### src/rtl/fetch_queue_if.sv
// Fetch-stage bus bundle: instruction-memory request/response, the decode handshake
// and the branch/jump redirect request.
interface fetch_queue_if;
    logic        redirect;
    logic [31:0] redirect_pc;
    logic        mem_req;
    logic [31:0] mem_addr;
    logic        mem_gnt;
    logic        mem_rvalid;
    logic [31:0] mem_rdata;
    logic        inst_valid;
    logic [31:0] inst_data;
    logic [31:0] inst_pc;
    logic        inst_ready;

    modport master (
        input  redirect, redirect_pc, mem_gnt, mem_rvalid, mem_rdata, inst_ready,
        output mem_req, mem_addr, inst_valid, inst_data, inst_pc
    );

    modport slave (
        output redirect, redirect_pc, mem_gnt, mem_rvalid, mem_rdata, inst_ready,
        input  mem_req, mem_addr, inst_valid, inst_data, inst_pc
    );
endinterface

### src/rtl/fetch_queue.sv
// Instruction fetch stage: one outstanding request to a variable-latency memory,
// returned words buffered with their PCs in a small FIFO, flushed on redirect.
module fetch_queue #(
    parameter int          DEPTH    = 4,
    parameter logic [31:0] RESET_PC = 32'h0000_0000
) (
    input  logic          clk,
    input  logic          rst,
    fetch_queue_if.master bus
);
    localparam int PTR_W = $clog2(DEPTH);
    localparam int CNT_W = PTR_W + 1;
    localparam logic [CNT_W-1:0] FULL = CNT_W'(DEPTH);

    localparam logic [1:0] S_FETCH   = 2'd0;
    localparam logic [1:0] S_WAIT    = 2'd1;
    localparam logic [1:0] S_DISCARD = 2'd2;

    logic [1:0]       state, state_n;
    logic [31:0]      fetch_pc, fetch_pc_n;
    logic [31:0]      req_pc;
    logic [PTR_W-1:0] rd_ptr, rd_ptr_n;
    logic [PTR_W-1:0] wr_ptr, wr_ptr_n;
    logic [CNT_W-1:0] count, count_n;
    logic             mem_req_q;
    logic [31:0]      mem_addr_q;
    logic [31:0]      data_mem [DEPTH];
    logic [31:0]      pc_mem   [DEPTH];
    logic             granted, push, pop, empty;

    assign empty   = (count == '0);
    assign granted = (state == S_FETCH) && mem_req_q && bus.mem_gnt;
    assign push    = (state == S_WAIT) && bus.mem_rvalid && !bus.redirect;
    assign pop     = bus.inst_ready && !empty && !bus.redirect;

    always_comb begin
        state_n    = state;
        fetch_pc_n = fetch_pc;
        rd_ptr_n   = rd_ptr;
        wr_ptr_n   = wr_ptr;
        count_n    = count + CNT_W'(push) - CNT_W'(pop);

        case (state)
            S_FETCH: begin
                if (granted) begin
                    state_n    = S_WAIT;
                    fetch_pc_n = fetch_pc + 32'd4;
                end
            end
            S_WAIT, S_DISCARD: begin
                if (bus.mem_rvalid)
                    state_n = S_FETCH;
            end
            default: state_n = S_FETCH;
        endcase

        if (push)
            wr_ptr_n = wr_ptr + PTR_W'(1);
        if (pop)
            rd_ptr_n = rd_ptr + PTR_W'(1);

        // A redirect wins over everything; a request already granted must have its response dropped.
        if (bus.redirect) begin
            count_n    = '0;
            rd_ptr_n   = '0;
            wr_ptr_n   = '0;
            fetch_pc_n = bus.redirect_pc & 32'hFFFF_FFFC;
            if (state == S_FETCH)
                state_n = granted ? S_DISCARD : S_FETCH;
            else
                state_n = bus.mem_rvalid ? S_FETCH : S_DISCARD;
        end
    end

    always_ff @(posedge clk or negedge rst) begin
        if (!rst) begin
            state      <= S_FETCH;
            fetch_pc   <= RESET_PC;
            req_pc     <= RESET_PC;
            rd_ptr     <= '0;
            wr_ptr     <= '0;
            count      <= '0;
            mem_req_q  <= 1'b0;
            mem_addr_q <= RESET_PC;
        end else begin
            state      <= state_n;
            fetch_pc   <= fetch_pc_n;
            rd_ptr     <= rd_ptr_n;
            wr_ptr     <= wr_ptr_n;
            count      <= count_n;
            if (granted)
                req_pc <= fetch_pc;
            // A slot is reserved for every issued request, so issue only while room remains.
            mem_req_q  <= (state_n == S_FETCH) && (count_n < FULL);
            mem_addr_q <= fetch_pc_n;
        end
    end

    always_ff @(posedge clk) begin
        if (push) begin
            data_mem[wr_ptr] <= bus.mem_rdata;
            pc_mem[wr_ptr]   <= req_pc;
        end
    end

    always_ff @(posedge clk) begin
        if (rst && push)
            assert (count < FULL);
    end

    assign bus.mem_req    = mem_req_q;
    assign bus.mem_addr   = mem_addr_q;
    assign bus.inst_valid = !empty;
    assign bus.inst_data  = empty ? 32'd0 : data_mem[rd_ptr];
    assign bus.inst_pc    = empty ? 32'd0 : pc_mem[rd_ptr];
endmodule
### src/flat_wrapper.sv
// flat-port wrapper written by rule: the top's interface ports become plain ports
module fetch_queue_flat 
#(
    parameter int          DEPTH    = 4,
    parameter logic [31:0] RESET_PC = 32'h0000_0000
)
  (clk, rst, bus_redirect, bus_redirect_pc, bus_mem_gnt, bus_mem_rvalid, bus_mem_rdata, bus_inst_ready, bus_mem_req, bus_mem_addr, bus_inst_valid, bus_inst_data, bus_inst_pc);
  fetch_queue_if bus_i ();
  input  logic clk;
  input  logic rst;
  input wire logic [$bits(bus_i.redirect)-1:0] bus_redirect;
  input wire logic [$bits(bus_i.redirect_pc)-1:0] bus_redirect_pc;
  input wire logic [$bits(bus_i.mem_gnt)-1:0] bus_mem_gnt;
  input wire logic [$bits(bus_i.mem_rvalid)-1:0] bus_mem_rvalid;
  input wire logic [$bits(bus_i.mem_rdata)-1:0] bus_mem_rdata;
  input wire logic [$bits(bus_i.inst_ready)-1:0] bus_inst_ready;
  output wire logic [$bits(bus_i.mem_req)-1:0] bus_mem_req;
  output wire logic [$bits(bus_i.mem_addr)-1:0] bus_mem_addr;
  output wire logic [$bits(bus_i.inst_valid)-1:0] bus_inst_valid;
  output wire logic [$bits(bus_i.inst_data)-1:0] bus_inst_data;
  output wire logic [$bits(bus_i.inst_pc)-1:0] bus_inst_pc;
  assign bus_i.redirect = bus_redirect;
  assign bus_i.redirect_pc = bus_redirect_pc;
  assign bus_i.mem_gnt = bus_mem_gnt;
  assign bus_i.mem_rvalid = bus_mem_rvalid;
  assign bus_i.mem_rdata = bus_mem_rdata;
  assign bus_i.inst_ready = bus_inst_ready;
  assign bus_mem_req = bus_i.mem_req;
  assign bus_mem_addr = bus_i.mem_addr;
  assign bus_inst_valid = bus_i.inst_valid;
  assign bus_inst_data = bus_i.inst_data;
  assign bus_inst_pc = bus_i.inst_pc;
  fetch_queue #(.DEPTH(DEPTH), .RESET_PC(RESET_PC)) u_core (.clk(clk), .rst(rst), .bus(bus_i));
endmodule
### config.mk
export PLATFORM = sky130hd
export DESIGN_NAME = fetch_queue_flat
export DESIGN_NICKNAME = d
export VERILOG_FILES = /design/src/rtl/fetch_queue_if.sv /design/src/rtl/fetch_queue.sv /design/src/flat_wrapper.sv
export SDC_FILE = /design/constraint.sdc
export NUM_CORES = 1
export LEC_CHECK = 0
export ABC_AREA = 1
export CAP_MARGIN = 20
export CORE_ASPECT_RATIO = 0.9
export CORE_MARGIN = 2
export CORE_UTILIZATION = 38
export DETAILED_ROUTE_END_ITERATION = 10
export DONT_BUFFER_PORTS = 1
export GPL_TIMING_DRIVEN = 0
export PLACE_DENSITY = 0.57
export SLEW_MARGIN = 20
export SYNTH_ARGS = -nofsm -noshare
export SYNTH_HDL_FRONTEND = slang
export SYNTH_SLANG_ARGS = --single-unit
### constraint.sdc
create_clock -name clk -period 5.7 [get_ports clk]
set_input_delay 0.57 -clock clk [delete_from_list [all_inputs] [get_ports clk]]
set_output_delay 0.57 -clock clk [all_outputs]
set_load 0.03 [all_outputs]
# Yosys cells after proc, flatten, opt, wreduce, memory -nomap -nowiden

Memory sizes are Yosys's and may differ from the RTL's.
Cells that the tools add are included.

Multiplexer cells: 19
Equal/unequal tests: 2
Add/sub/neg operators: 5
Order comparisons: 1
Reductions and logical operators: 18

Operators by type and width:

| operator                                       | number |
|---|---|
| 2-to-1 mux 32 bit                              | 5 |
| adder 32 x 3 -> 32 bit (second input constant) | 1 |
| 2-to-1 mux 2 bit                               | 10 |
| nonzero test 2 bit                             | 4 |
| logical AND 1 bit                              | 7 |
| adder 2 x 1 -> 2 bit (second input constant)   | 2 |
| logical NOT 2 bit                              | 2 |
| case mux 2 bit (2 select lines)                | 1 |
| adder 3 x 1 -> 3 bit                           | 1 |
| logical NOT 3 bit                              | 1 |
| < comparator 3 bit (second input constant)     | 1 |
| 2-to-1 mux 3 bit                               | 1 |
| subtractor 3 x 1 -> 3 bit                      | 1 |
| == test 2 x 1 -> 1 bit (second input constant) | 1 |
| == test 2 bit (second input constant)          | 1 |
| logical NOT 1 bit                              | 2 |
| 2-to-1 mux 1 bit                               | 2 |
| AND reduction 2 bit                            | 1 |
| OR reduction 2 bit                             | 1 |

Bits in writable memories: 256
Memories: 2
Logic and storage cells: 54
Output and inout bits: 98
Register bits: 74

Memory list:

| name            | words | width | read ports | clocked after memory_dff | write ports | RTL line          | source |
|---|---|---|---|---|---|---|---|
| u_core.data_mem | 4     | 32    | 1          | 0                        | 1           | fetch_queue.sv:27 | `logic [31:0] data_mem [DEPTH];` |
| u_core.pc_mem   | 4     | 32    | 1          | 0                        | 1           | fetch_queue.sv:28 | `logic [31:0] pc_mem [DEPTH];` |

# Depth between registers and ports, before layout

Word-level depth: 8
Depth in mapped cells: 15
Depth with buffers taken out: 15

# Worst setup path before layout

OpenSTA, ideal clock, no wires.

Kind: input to register
From: input port bus_redirect
To: memory u_core.data_mem[0][0], enable pin
Arrival: 3797 ps
Stages: 4
Library setup time: 482 ps
Buffers on the path: 1
Slack: 1420 ps
Required time: 5218 ps
Path through: buf_2 > nor3_1 > inv_1 > nor2_1

Cells in the longest elaborated chain, start to end: 4

Ends and longest elaborated chain:

| element                                | RTL line           | source |
|---|---|---|
| start, declared                        | flat_wrapper.sv:11 | `input wire logic [$bits(bus_i.redirect)-1:0] bus_redirect;` |
| logical NOT 1 bit                      | fetch_queue.sv:33  | `assign push = (state == S_WAIT) && bus.mem_rvalid && !bus.redirect;` |
| logical AND 1 bit                      | fetch_queue.sv:33  |  |
| 2-to-1 mux 1 bit                       | fetch_queue.sv:100 | `if (push) begin` |
| 2-to-1 mux 1 bit (implied by the code) | fetch_queue.sv:101 | `data_mem[wr_ptr] <= bus.mem_rdata;` |
| end, declared                          | fetch_queue.sv:27  |  |

Every way passes these cells.

# Final worst setup path

From: register u_core.count[1]
To: output port bus_inst_data[5]

Cells in the longest elaborated chain, start to end: 2

Ends and longest elaborated chain:

| element                | RTL line           | source |
|---|---|---|
| start, declared        | fetch_queue.sv:24  | `logic [CNT_W-1:0] count, count_n;` |
| start signal, assigned | fetch_queue.sv:90  | `count <= count_n;` |
| logical NOT 3 bit      | fetch_queue.sv:31  | `assign empty = (count == '0);` |
| 2-to-1 mux 32 bit      | fetch_queue.sv:114 | `assign bus.inst_data = empty ? 32'd0 : data_mem[rd_ptr];` |
| end, declared          | flat_wrapper.sv:20 | `output wire logic [$bits(bus_i.inst_data)-1:0] bus_inst_data;` |

Every way passes these cells.

==> impl_metrics.tcl <==
set metrics [dict create \
    setup_viol 0 \
    multi_input_area_mm2 0.00372 \
    crit_chain "inv_1 > nand2_1 > nor2_2 > clkbuf_1 > a21oi_1" \
    crit_buf_inv 2 \
    antenna_cells 0 \
    crit_start "u_core.count[1]$_DFF_PN0_" \
    report.final.slew_viol_count 0 \
    rsz0062_at_grt "false" \
    drtIter0Drc 644 \
    reg2reg_slack_ns 2.72 \
    synth_ff_type "edfxtp_1" \
    syn_avg_cell_area_um2 10.6 \
    gp_congestion 0.820 \
    worstHoldEndpoint "u_core.data_mem[1][0]$_DFFE_PP_" \
    yosys_warnings 0 \
    tightest_slew_ns 0.924 \
    skew_ns 0.0275 \
    finalPower_w 0.00753 \
    clkSinkCount 318 \
    post-route-period-util_pct 55.3 \
    core_mm2 0.0351 \
    hold_class "input pin to register" \
    min_period_ns 3.15 \
    drive_gt1_share_pct 8.89 \
    routed_wl_mm 33.9 \
    status "finished clean" \
    fillers 3231 \
    cp-end-kind "primary output" \
    grt_pass1_vias 8662 \
    num_rows 65 \
    maxCapViolations 0 \
    io_buffers 0 \
    slowest_stage "nor2_2" \
    drc 0 \
    antenna_found_initial 0 \
    seq_area_frac_synth_pct 68.2 \
    final_util_pct 44.6 \
    synthesis.area_mm2 0.0135 \
    hpwlAfterDp_mm 23.0 \
    syn_to_final_growth_pct 15.8 \
    min_from "bus_mem_rdata[0]" \
    worstPathRequired_ns 5.13 \
    async_flop_share_pct 22.0 \
    nets 1403 \
    die_w_um 203 \
    cts_root_buf "clkbuf_16" \
    reg2reg_to "u_core.bus.mem_req$_DFF_PN0_" \
    fin_cells 1819 \
    synth_edf_count 248 \
    clock_path_buffers 3 \
    detail_route.wl_per_cell_um 18.6 \
    cts_buffers 36 \
    dpl.cell_count 1751 \
    drt-pass1-iter-count 5 \
    worst_ep_arrival_time_ns 2.58 \
    rr_worst_depth 15 \
    avgViaCountPerCell 5.00 \
    power_density_mw_per_mm2 482 \
    dieArea_mm2 0.0370 \
    grt_max_degree 71 \
    hold_violations 0 \
    cts_resized 0 \
    grt_pass1_wl_mm 51.9 \
    track_usage_pct 18.3 \
    slowest_delay_ns 0.59 \
    regToRegStartpoint "u_core.count[1]$_DFF_PN0_" \
    regArea_mm2 0.00920 \
    die_h_um 183 \
    synth-seq-cells 318 \
    vias 9087 \
    overflow 0 \
    min_path_cells 0 \
    insertion_delay_ns 0.52 \
    power_leakage_nw 5.80 \
    setup_tns_ns 0 \
    postCtsSetupBuffers 0 \
    slew_headroom_pct 38.6 \
    critical_path.top_delay_family "simple AND/OR/NAND/NOR gates" \
    ant_nets 0 \
    yosys.cell_types.count 35 \
    critPathLaunchType "register" \
    ios 168 \
    cts_max_level 2 \
    initial_core_util_pct 38.5 \
    cts_tree "built" \
    criticalPathCategory "register to primary output" \
    clk_pin_slew_ns 0.06 \
    netlist_instances 1268 \
    ir_drop_mv 0.251 \
    cp_max_fo 10 \
    fmax_mhz 317 \
]
[cell usage in the layout (no fill, tap or decap), drive strengths merged]
| cell type | n |
|---|---|
| fa | 1 |
| o21ai | 181 |
| buf | 47 |
| o21bai | 4 |
| conb | 4 |
| xnor2 | 2 |
| nand2 | 176 |
| a21oi | 68 |
| o221ai | 1 |
| xor2 | 5 |
| nor2 | 302 |
| dfrtp | 70 |
| edfxtp | 248 |
| clkinvlp | 2 |
| ha | 10 |
| clkinv | 14 |
| nand3 | 49 |
| o211ai | 2 |
| and2 | 2 |
| inv | 77 |
| nor3 | 3 |
| bufinv | 4 |
| dlygate4sd3 | 1 |
| a21o | 1 |
| clkbuf | 76 |
[stage by stage]
| step | setup WS, ns | hold slack (ns) | area, um2 |
|---|---|---|---|
| 2_1_floorplan | 1.42 | 0.274 | 13500 |
| 3_3_place_gp | -1.03 | 0.277 | 14100 |
| 3_5_place_dp | 2.75 | 0.277 | 14400 |
| 4_1_cts | 2.45 | 0.108 | 15600 |
| 5_1_grt | 2.34 | 0.106 | 15600 |
| 6_report | 2.55 | 0.136 | 15600 |
[layer usage]
metal	GRT usage, %	wire length [um]	vias up	part of all wire, %
met2	28.6	15400	258	45
met5	0	0	-	0
met1	25.8	15400	4375	45
met3	4.92	2570	43	7.6
li1	-	-	4411	-
met4	4.29	567	0	1.7
[flip-flops by register name, summed over array words and instances, names as in the netlist]
register,count
u_core.data_mem,128
u_core.pc_mem,120
u_core.fetch_pc,30
u_core.req_pc,30
u_core.count,3
u_core.rd_ptr,2
u_core.state,2
u_core.wr_ptr,2
u_core.bus.mem_req,1
[kinds of logic after synthesis]
logic type | Yosys count | synth area share, %
flip-flops | 318 | 68.2
AND/OR/NAND/NOR | 532 | 16.0
other | 1 | 0.0278
buffers and inverters | 142 | 4.59
AO/OA/AOI/OAI | 257 | 9.69
adder cells (fa/ha/maj) | 11 | 1.08
XOR/XNOR | 7 | 0.454
[how the worst max path moves through the flow]
stage / cells past startpoint / endpoint
detailed placement: 15 / u_core.bus.mem_req$_DFF_PN0_
global route: 6 / bus_inst_pc[15]
CTS: 5 / bus_inst_data[5]
global placement: 4 / u_core.data_mem[3][11]$_DFFE_PP_
floorplan: 4 / u_core.data_mem[0][0]$_DFFE_PP_
finish: 5 / bus_inst_data[5]
[final cells by class]
type                       count  area share, %
inverter                      78           1.89
multi-input combinational    811           23.8
timing repair buffer          13           1.99
tap                          469           3.76
clock buffer                  47           6.30
sequential                   318           58.9
buffer                        64           2.07
clock inverter                19           1.31
[power breakdown]
group / switching [W] / internal, W / leakage [nW]
Clock: 0.000899 / 0.00140 / 0.569
Sequential: 0.000363 / 0.00281 / 3.12
Combinational: 0.00164 / 0.000422 / 2.11
Total: 0.00290 / 0.00463 / 5.80
[synth_stat cells, types with 2 or more instances]
| cell | count | area [um2] |
|---|---|---|
| nor2_1 | 289 | 1080 |
| edfxtp_1 | 248 | 7450 |
| o21ai_0 | 180 | 901 |
| nand2_1 | 170 | 638 |
| inv_1 | 74 | 278 |
| dfrtp_1 | 70 | 1750 |
| a21oi_1 | 68 | 340 |
| nand3_1 | 48 | 240 |
| clkbuf_1 | 25 | 93.8 |
| buf_2 | 17 | 85.1 |
| buf_4 | 11 | 82.6 |
| ha_1 | 10 | 125 |
| nor2_2 | 7 | 43.8 |
| buf_1 | 6 | 22.5 |
| nor2_4 | 6 | 67.6 |
| xor2_1 | 5 | 43.8 |
| nand2_2 | 4 | 25.0 |
| o21bai_1 | 4 | 30.0 |
| clkbuf_2 | 3 | 15.0 |
| nor3_1 | 3 | 15.0 |
| and2_1 | 2 | 12.5 |
| inv_2 | 2 | 7.51 |
| nand2_4 | 2 | 22.5 |
| o211ai_1 | 2 | 15.0 |
| xnor2_1 | 2 | 17.5 |
[timing repair]
item                                   4_1_cts  5_1_grt
setup endpoints to repair                    0        0
endpoints found under the hold margin       70        0
hold buffers                                 2        0
Power figures use the tool's default switching activity.
